$ cat src/rtl/spi_ms_seq_pkg.sv
// Shared types, SFR map and frame-time helpers for the spi_ms master sequencer.
package spi_ms_seq_pkg;

  typedef enum logic [2:0] {
    StIdle,
    StCfgCtrl,
    StCfgExt,
    StCfgBaud,
    StLoad,
    StFrame,
    StGap,
    StRead
  } state_e;

  localparam logic [1:0] W_CTRL = 2'd0;
  localparam logic [1:0] W_EXT  = 2'd1;
  localparam logic [1:0] W_BAUD = 2'd2;
  localparam logic [1:0] W_DATA = 2'd3;
  localparam logic [2:0] R_DATA = 3'd3;

  localparam int unsigned CTRL_SPE  = 6;
  localparam int unsigned CTRL_MSTR = 4;
  localparam int unsigned CTRL_CPOL = 3;
  localparam int unsigned CTRL_CPHA = 2;

  localparam logic [7:0] EXT_VAL = 8'h01;

  localparam int unsigned TimerW = 15;

  function automatic logic [7:0] ctrl_byte(input logic [1:0] mode);
    logic [7:0] b;
    b            = '0;
    b[CTRL_SPE]  = 1'b1;
    b[CTRL_MSTR] = 1'b1;
    b[CTRL_CPOL] = mode[1];
    b[CTRL_CPHA] = mode[0];
    return b;
  endfunction

  function automatic logic [7:0] baud_byte(input logic [5:0] baud);
    return {1'b0, baud[5:3], 1'b0, baud[2:0]};
  endfunction

  // (SPPR+1) * 2^(SPR+1) * 8 + pad; the largest case is 16384 + pad, so 15 bits suffice.
  function automatic logic [TimerW-1:0] frame_cycles(input logic [5:0] baud,
                                                     input int unsigned pad = 3);
    logic [3:0] mult;
    logic [3:0] shamt;
    mult  = {1'b0, baud[5:3]} + 4'd1;
    shamt = {1'b0, baud[2:0]} + 4'd4;
    return (TimerW'(mult) << shamt) + TimerW'(pad);
  endfunction

endpackage

$ cat src/rtl/spi_ms_seq_if.sv
// Command/response bus plus spi_ms SFR and slave-select signals of the sequencer.
interface spi_ms_seq_if;

  logic       cmd_valid;
  logic       cmd_ready;
  logic [1:0] cmd_mode;
  logic [5:0] cmd_baud;
  logic [2:0] cmd_ss;
  logic [7:0] cmd_tx;
  logic       rsp_valid;
  logic [7:0] rsp_data;
  logic       busy;
  logic [1:0] sfraddr_w;
  logic       sfrwe;
  logic [7:0] spidata_o;
  logic [2:0] sfraddr_r;
  logic [7:0] sfr_data_i;
  logic [7:0] spssn_o;

  // master: the sequencer itself; slave: host plus spi_ms side.
  modport master (
    input  cmd_valid, cmd_mode, cmd_baud, cmd_ss, cmd_tx, sfr_data_i,
    output cmd_ready, rsp_valid, rsp_data, busy, sfraddr_w, sfrwe, spidata_o, sfraddr_r,
           spssn_o
  );

  modport slave (
    output cmd_valid, cmd_mode, cmd_baud, cmd_ss, cmd_tx, sfr_data_i,
    input  cmd_ready, rsp_valid, rsp_data, busy, sfraddr_w, sfrwe, spidata_o, sfraddr_r,
           spssn_o
  );

endinterface

$ cat src/rtl/spi_ms_seq_timer.sv
// Loadable down-counter with zero flag; times write holds, the frame and the gap.
module spi_ms_seq_timer
  import spi_ms_seq_pkg::*;
(
  input  logic              clk,
  input  logic              rst,
  input  logic              load,
  input  logic [TimerW-1:0] load_val,
  output logic              zero
);

  localparam logic [TimerW-1:0] One = TimerW'(1);

  logic [TimerW-1:0] cnt_q, cnt_d;

  always_comb begin
    cnt_d = cnt_q;
    if (load) begin
      cnt_d = load_val;
    end else if (cnt_q != '0) begin
      cnt_d = cnt_q - One;
    end
  end

  always_ff @(posedge clk) begin
    if (rst) begin
      cnt_q <= '0;
    end else begin
      cnt_q <= cnt_d;
    end
  end

  assign zero = (cnt_q == '0);

endmodule

$ cat src/rtl/spi_ms_seq.sv
// Sequencer driving an spi_ms master: programs config (cached), loads TX, runs one
// selected frame, then returns the received byte.
module spi_ms_seq
  import spi_ms_seq_pkg::*;
#(
  parameter int unsigned WR_HOLD   = 2,
  parameter int unsigned SS_GAP    = 10,
  parameter int unsigned FRAME_PAD = 3
) (
  input logic          clk,
  input logic          rst,
  spi_ms_seq_if.master bus
);

  // Each phase lasts N cycles: the timer is loaded with N-1 on entry and the
  // phase ends in the cycle it reads zero.
  localparam logic [TimerW-1:0] HoldLd = TimerW'(WR_HOLD - 1);
  localparam logic [TimerW-1:0] GapLd  = TimerW'(SS_GAP - 1);

  state_e state_q, state_d;

  logic [1:0] mode_q;
  logic [5:0] baud_q;
  logic [2:0] ss_q;
  logic [7:0] tx_q;
  logic       cache_vld_q;
  logic [1:0] cache_mode_q;
  logic [5:0] cache_baud_q;
  logic [7:0] rsp_data_q;

  logic              accept;
  logic              cfg_needed;
  logic              cache_upd;
  logic              rsp_cap;
  logic              tmr_load;
  logic              tmr_zero;
  logic [TimerW-1:0] tmr_val;

  assign cfg_needed = !cache_vld_q || (bus.cmd_mode != cache_mode_q) ||
                      (bus.cmd_baud != cache_baud_q);

  spi_ms_seq_timer u_timer (
    .clk     (clk),
    .rst     (rst),
    .load    (tmr_load),
    .load_val(tmr_val),
    .zero    (tmr_zero)
  );

  always_comb begin
    state_d   = state_q;
    accept    = 1'b0;
    cache_upd = 1'b0;
    rsp_cap   = 1'b0;
    tmr_load  = 1'b0;
    tmr_val   = HoldLd;
    unique case (state_q)
      StIdle: begin
        if (bus.cmd_valid) begin
          accept   = 1'b1;
          tmr_load = 1'b1;
          state_d  = cfg_needed ? StCfgCtrl : StLoad;
        end
      end
      StCfgCtrl: begin
        if (tmr_zero) begin
          tmr_load = 1'b1;
          state_d  = StCfgExt;
        end
      end
      StCfgExt: begin
        if (tmr_zero) begin
          tmr_load = 1'b1;
          state_d  = StCfgBaud;
        end
      end
      StCfgBaud: begin
        if (tmr_zero) begin
          tmr_load  = 1'b1;
          cache_upd = 1'b1;
          state_d   = StLoad;
        end
      end
      StLoad: begin
        if (tmr_zero) begin
          tmr_load = 1'b1;
          tmr_val  = frame_cycles(baud_q, FRAME_PAD) - TimerW'(1);
          state_d  = StFrame;
        end
      end
      StFrame: begin
        if (tmr_zero) begin
          tmr_load = 1'b1;
          tmr_val  = GapLd;
          state_d  = StGap;
        end
      end
      StGap: begin
        // RX register has been addressed for the whole gap; latch it so rsp_data is
        // already valid during the rsp_valid cycle.
        if (tmr_zero) begin
          rsp_cap = 1'b1;
          state_d = StRead;
        end
      end
      StRead: begin
        state_d = StIdle;
      end
      default: begin
        state_d = StIdle;
      end
    endcase
  end

  always_comb begin
    bus.cmd_ready = (state_q == StIdle);
    bus.busy      = (state_q != StIdle);
    bus.rsp_valid = (state_q == StRead);
    bus.rsp_data  = rsp_data_q;
    bus.sfrwe     = 1'b0;
    bus.sfraddr_w = W_CTRL;
    bus.spidata_o = 8'h00;
    bus.sfraddr_r = 3'd0;
    bus.spssn_o   = 8'hFF;
    unique case (state_q)
      StCfgCtrl: begin
        bus.sfrwe     = 1'b1;
        bus.sfraddr_w = W_CTRL;
        bus.spidata_o = ctrl_byte(mode_q);
      end
      StCfgExt: begin
        bus.sfrwe     = 1'b1;
        bus.sfraddr_w = W_EXT;
        bus.spidata_o = EXT_VAL;
      end
      StCfgBaud: begin
        bus.sfrwe     = 1'b1;
        bus.sfraddr_w = W_BAUD;
        bus.spidata_o = baud_byte(baud_q);
      end
      StLoad: begin
        bus.sfrwe     = 1'b1;
        bus.sfraddr_w = W_DATA;
        bus.spidata_o = tx_q;
      end
      StFrame: begin
        bus.spssn_o = ~(8'b1 << ss_q);
      end
      StGap, StRead: begin
        bus.sfraddr_r = R_DATA;
      end
      default: begin
      end
    endcase
  end

  always_ff @(posedge clk) begin
    if (rst) begin
      state_q      <= StIdle;
      mode_q       <= '0;
      baud_q       <= '0;
      ss_q         <= '0;
      tx_q         <= '0;
      cache_vld_q  <= 1'b0;
      cache_mode_q <= '0;
      cache_baud_q <= '0;
      rsp_data_q   <= '0;
    end else begin
      state_q <= state_d;
      if (accept) begin
        mode_q <= bus.cmd_mode;
        baud_q <= bus.cmd_baud;
        ss_q   <= bus.cmd_ss;
        tx_q   <= bus.cmd_tx;
      end
      if (cache_upd) begin
        cache_vld_q  <= 1'b1;
        cache_mode_q <= mode_q;
        cache_baud_q <= baud_q;
      end
      if (rsp_cap) begin
        rsp_data_q <= bus.sfr_data_i;
      end
    end
  end

endmodule

$ cat src/flat_wrapper.sv
// flat-port wrapper written by rule: the top's interface ports become plain ports
module spi_ms_seq_flat import spi_ms_seq_pkg::*;
#(
  parameter int unsigned WR_HOLD   = 2,
  parameter int unsigned SS_GAP    = 10,
  parameter int unsigned FRAME_PAD = 3
)
  (clk, rst, bus_cmd_valid, bus_cmd_mode, bus_cmd_baud, bus_cmd_ss, bus_cmd_tx, bus_sfr_data_i, bus_cmd_ready, bus_rsp_valid, bus_rsp_data, bus_busy, bus_sfraddr_w, bus_sfrwe, bus_spidata_o, bus_sfraddr_r, bus_spssn_o);
  spi_ms_seq_if bus_i ();
  input logic clk;
  input logic rst;
  input wire logic [$bits(bus_i.cmd_valid)-1:0] bus_cmd_valid;
  input wire logic [$bits(bus_i.cmd_mode)-1:0] bus_cmd_mode;
  input wire logic [$bits(bus_i.cmd_baud)-1:0] bus_cmd_baud;
  input wire logic [$bits(bus_i.cmd_ss)-1:0] bus_cmd_ss;
  input wire logic [$bits(bus_i.cmd_tx)-1:0] bus_cmd_tx;
  input wire logic [$bits(bus_i.sfr_data_i)-1:0] bus_sfr_data_i;
  output wire logic [$bits(bus_i.cmd_ready)-1:0] bus_cmd_ready;
  output wire logic [$bits(bus_i.rsp_valid)-1:0] bus_rsp_valid;
  output wire logic [$bits(bus_i.rsp_data)-1:0] bus_rsp_data;
  output wire logic [$bits(bus_i.busy)-1:0] bus_busy;
  output wire logic [$bits(bus_i.sfraddr_w)-1:0] bus_sfraddr_w;
  output wire logic [$bits(bus_i.sfrwe)-1:0] bus_sfrwe;
  output wire logic [$bits(bus_i.spidata_o)-1:0] bus_spidata_o;
  output wire logic [$bits(bus_i.sfraddr_r)-1:0] bus_sfraddr_r;
  output wire logic [$bits(bus_i.spssn_o)-1:0] bus_spssn_o;
  assign bus_i.cmd_valid = bus_cmd_valid;
  assign bus_i.cmd_mode = bus_cmd_mode;
  assign bus_i.cmd_baud = bus_cmd_baud;
  assign bus_i.cmd_ss = bus_cmd_ss;
  assign bus_i.cmd_tx = bus_cmd_tx;
  assign bus_i.sfr_data_i = bus_sfr_data_i;
  assign bus_cmd_ready = bus_i.cmd_ready;
  assign bus_rsp_valid = bus_i.rsp_valid;
  assign bus_rsp_data = bus_i.rsp_data;
  assign bus_busy = bus_i.busy;
  assign bus_sfraddr_w = bus_i.sfraddr_w;
  assign bus_sfrwe = bus_i.sfrwe;
  assign bus_spidata_o = bus_i.spidata_o;
  assign bus_sfraddr_r = bus_i.sfraddr_r;
  assign bus_spssn_o = bus_i.spssn_o;
  spi_ms_seq #(.WR_HOLD(WR_HOLD), .SS_GAP(SS_GAP), .FRAME_PAD(FRAME_PAD)) u_core (.clk(clk), .rst(rst), .bus(bus_i));
endmodule
$ cat config.mk
export PLATFORM = sky130hd
export DESIGN_NAME = spi_ms_seq_flat
export DESIGN_NICKNAME = d
export VERILOG_FILES = /design/src/rtl/spi_ms_seq_pkg.sv /design/src/rtl/spi_ms_seq_if.sv /design/src/rtl/spi_ms_seq_timer.sv /design/src/rtl/spi_ms_seq.sv /design/src/flat_wrapper.sv
export SDC_FILE = /design/constraint.sdc
export NUM_CORES = 1
export LEC_CHECK = 0
export ABC_CLOCK_PERIOD_IN_PS = 3300
export CORE_MARGIN = 2
export CORE_UTILIZATION = 52
export CTS_BUF_LIST = sky130_fd_sc_hd__clkbuf_16
export DETAILED_ROUTE_END_ITERATION = 8
export PLACE_DENSITY_LB_ADDON = 0.05
export SYNTH_ARGS = -nofsm -noshare
export SYNTH_HDL_FRONTEND = slang
export SYNTH_HIERARCHICAL = 1
export SYNTH_SLANG_ARGS = --single-unit
$ cat constraint.sdc
create_clock -name clk -period 3.3 [get_ports clk]
set_clock_uncertainty 0.05 [all_clocks]
set_input_delay 0.33 -clock clk [delete_from_list [all_inputs] [get_ports clk]]
set_output_delay 0.33 -clock clk [all_outputs]
set_load 0.01 [all_outputs]
==> results.md <==
- RSZ-0062 raised after global routing: false
- Yosys warning total: 6
- # DRC: 0
- P_int: 1.75 mW
- Reg2Reg Depth: 10
- Vias: 2,839
- Register area share after synthesis: 0.351
- TritonCTS Buffers: 5
- FF-to-FF Start: u_core/u_timer/cnt_q[0]
- RePlAce Congestion: 0.916
- Slowest stage cell, crit path: or4b_1
- First-pass GRT wire length: 12,500 µm
- Buf+Inv Stages, Crit Path: 3
- CTS resizes: 0
- Input/output buffers: 61
- Top cell by count, worst path: inv_1
- Peak VDD IR: 0.416 mV
- Run status: finished, final reports clean
- Non-filler cells, final: 519
- CTS root buf: clkbuf_16
- Fmax: 333 MHz
- Worst slack at placement: 0.339 ns
- Initial antenna violation count: 0
- CP endpoint kind: flop
- Clock Latency Late Sink: 0.29 ns
- Crit path required time: 3.48 ns
- Rel. slew slack: 0.464
- Worst hold path depth: 2
- #FFs+latches synth: 54
- Largest net degree at the start of global routing: 35
- Area contributors post-synth: dfxtp_1 35%, nand2_1 12%, a21oi_1 7.6%, xnor2_1 4.6%, nor2_1 3.0%
- Post-Syn Instances: 396
- Drt first pass iters: 4
- Max-slew violation count: 0
- Die Ht: 80.9 µm
- Final Cycle Share: 0.911
- Met3 wire length: 338 µm
- Final ANT Viol Nets: 0
- CTS tree: yes
- Post-synth EDFFs: 0
- Clk buf depth: 2
- Die area: 6550 µm²
- Wire per inst: 14.4 µm
- Number of vias per cell: 5.47
- Placed insts: 511
- Setup TNS: 0 ns
- Total GRT Usage: 0.241
- Initial Utilization: 0.529
- Clock power share: 0.208
- Register area: 1080 µm²
- WS Path Type: reg2reg
- Final hold vios: 0
- Mapped Area: 3080 µm²
- Sw power: 1.18 mW
- HP Start: u_core/bus.rsp_data[5]
- Final net count: 475
- Clock sinks: 54
- Crit path time final: 3.01 ns
- Sw Share: 0.402
- Core Footprint: 5820 µm²
- Fin Hold WS: 0.406 ns
- Total Wirelength: 7450 µm
- Multi-input logic area: 1800 µm²
- Synth top area share: 0.351
- Design area: 3820 µm²
- Worst-Margin Slew: 0.801 ns
- Max_cap viols: 0
- Vias in the first global route: 2,630
- Combinational share of power: 0.463
- Clk slew on worst S/H paths: 0.08 ns
- Critical path, cell by cell: inv_1 -> ha_1 -> or4b_1 -> nor4_4 -> inv_1 -> o32ai_1 -> inv_1 -> nor2_1 -> nand2_1 -> o21ai_2
- # H-tree levels: 2
- Post-synth top area cell: dfxtp_1
- Critical-path maximum fanout: 11
- Mean Syn Cell Area: 7.77 µm²
- Register share of total power: 0.330
- Die W: 80.9 µm
- Antenna diode count: 0
- Crit-path leading delay family: simple AND/OR/NAND/NOR gates
- Row count: 28
- Top-count cell post-synth: nand2_1
- Critical Path Start Type: flop
- Unique cell type count in the Yosys netlist: 62
- Grt ovf: 0
- Synth cell count leaders: 102 x nand2_1, 54 x dfxtp_1, 47 x a21oi_1
- Final Setup Violations: 0
- Reg2Reg Setup Slack: 0.29 ns
- Layout cell share with drive strength beyond 1: 0.0991
- Io pins: 63
- Main synth FF type: dfxtp_1
- Critical path arrival: 3.18 ns
- Worst r2r dst: u_core/u_timer/cnt_q[12]
- Met2 WL post-DR: 3590 µm
- WHS Endpoint: u_core/bus.rsp_data[5]
- Setup ws final: 0.295 ns
- Layout area overhead: 24.2%
- Post-Place Cell Area: 3650 µm²
- First DRT Iteration DRCs: 143
- Pwr/cell area: 767 nW/µm²
- HP Class: reg2reg
- CP max stage delay: 0.56 ns
- Post-cts hold buffer count: 0
- Fill count: 529
- Leakage power: 1.33 nW
- Post-DP HPWL: 5450 µm
- Asr flop ratio synth: 0
- Uppermost layer routed: met4
- Postcts setup bufs: 0
- Met1 wire length: 3430 µm
[state kept, by name, summed over array words and instances, names as in the netlist]
name                  flops
u_core/baud_q             6
u_core/bus.rsp_data       8
u_core/cache_vld_q        1
u_core/tx_q               8
u_core/state_q            3
u_core/ss_q               3
u_core/cache_baud_q       6
u_core/cache_mode_q       2
u_core/mode_q             2
u_core/u_timer/cnt_q     15
[worst max-delay path by stage]
stage / slack, ns / to / cells after the start / from
2_1_floorplan: 0.38 / u_core/u_timer/cnt_q[4] / 13 / u_core/u_timer/cnt_q[0]
3_3_place_gp: 0.42 / u_core/u_timer/cnt_q[12] / 10 / u_core/u_timer/cnt_q[0]
3_5_place_dp: 0.34 / u_core/u_timer/cnt_q[7] / 10 / u_core/u_timer/cnt_q[0]
4_1_cts: 0.30 / u_core/u_timer/cnt_q[12] / 10 / u_core/u_timer/cnt_q[0]
5_1_grt: 0.07 / u_core/u_timer/cnt_q[3] / 10 / u_core/u_timer/cnt_q[1]
6_report: 0.29 / u_core/u_timer/cnt_q[12] / 10 / u_core/u_timer/cnt_q[0]
[worst min-delay path: cells and delay by family (launching register included)]
family	cells	cell delay, ns
AOI/OAI and AO/OA	1	0.05
DFF	1	0.31
and+or+nand+nor	1	0.05
[layer usage]
layer,vias to the layer above,global-route usage
li1,1446,-
met1,1317,0.325
met2,67,0.409
met3,9,0.0333
met4,0,0.0576
met5,-,0
[cell usage in the layout (no fill, tap or decap), types with 4 or more instances in the layout]
cell type        netlist  layout
xor2_1                 6       6
nand3b_1               4       4
clkdlybuf4s50_1        0      61
a21oi_1               47      47
a22o_1                 5       5
xnor2_1               16      16
nand3_1                5       5
nor4_1                 4       4
nor2_1                25      25
o21ai_2               10      10
inv_1                  8       8
buf_4                  4       5
clkbuf_16              0       5
dfxtp_1               54      54
nand2_1              102     102
nand2b_1               5       5
nor3_1                 9       9
nor2b_1                5       5
[power by group through the flow]
stage	Clock (mW)	Combinational, mW	Sequential [mW]
detailed placement	0	1.33	0.974
CTS	0.622	1.35	0.959
global route	0.642	1.48	0.986
floorplan	0	1.18	0.880
finish	0.609	1.36	0.966
global placement	0	1.33	0.969
[stage by stage]
step,power (mW),util
after floorplan,2.06,-
after global placement,2.30,0.628
after detailed placement,2.31,0.628
after CTS,2.93,0.657
after global routing,3.11,0.657
final,2.93,0.657
[area by class of cell]
type,count,area share
clock buffer,5,0.0327
clock inverter,3,0.0124
inverter,8,0.00786
multi-input combinational,308,0.470
sequential,54,0.283
tap,75,0.0245
timing repair buffer,66,0.170
[cell families after synthesis]
logic type                 Yosys count  share of synthesized area
adders and majority gates            2                    0.00813
xor gates and xnor gates            22                     0.0626
and+or+nand+nor                    198                      0.334
DFF                                 54                      0.351
muxes                                5                     0.0175
other                                1                    0.00122
buffers and inverters               35                     0.0663
AOI/OAI and AO/OA                   79                      0.159
No activity file was read; power rests on OpenSTA's default activity.
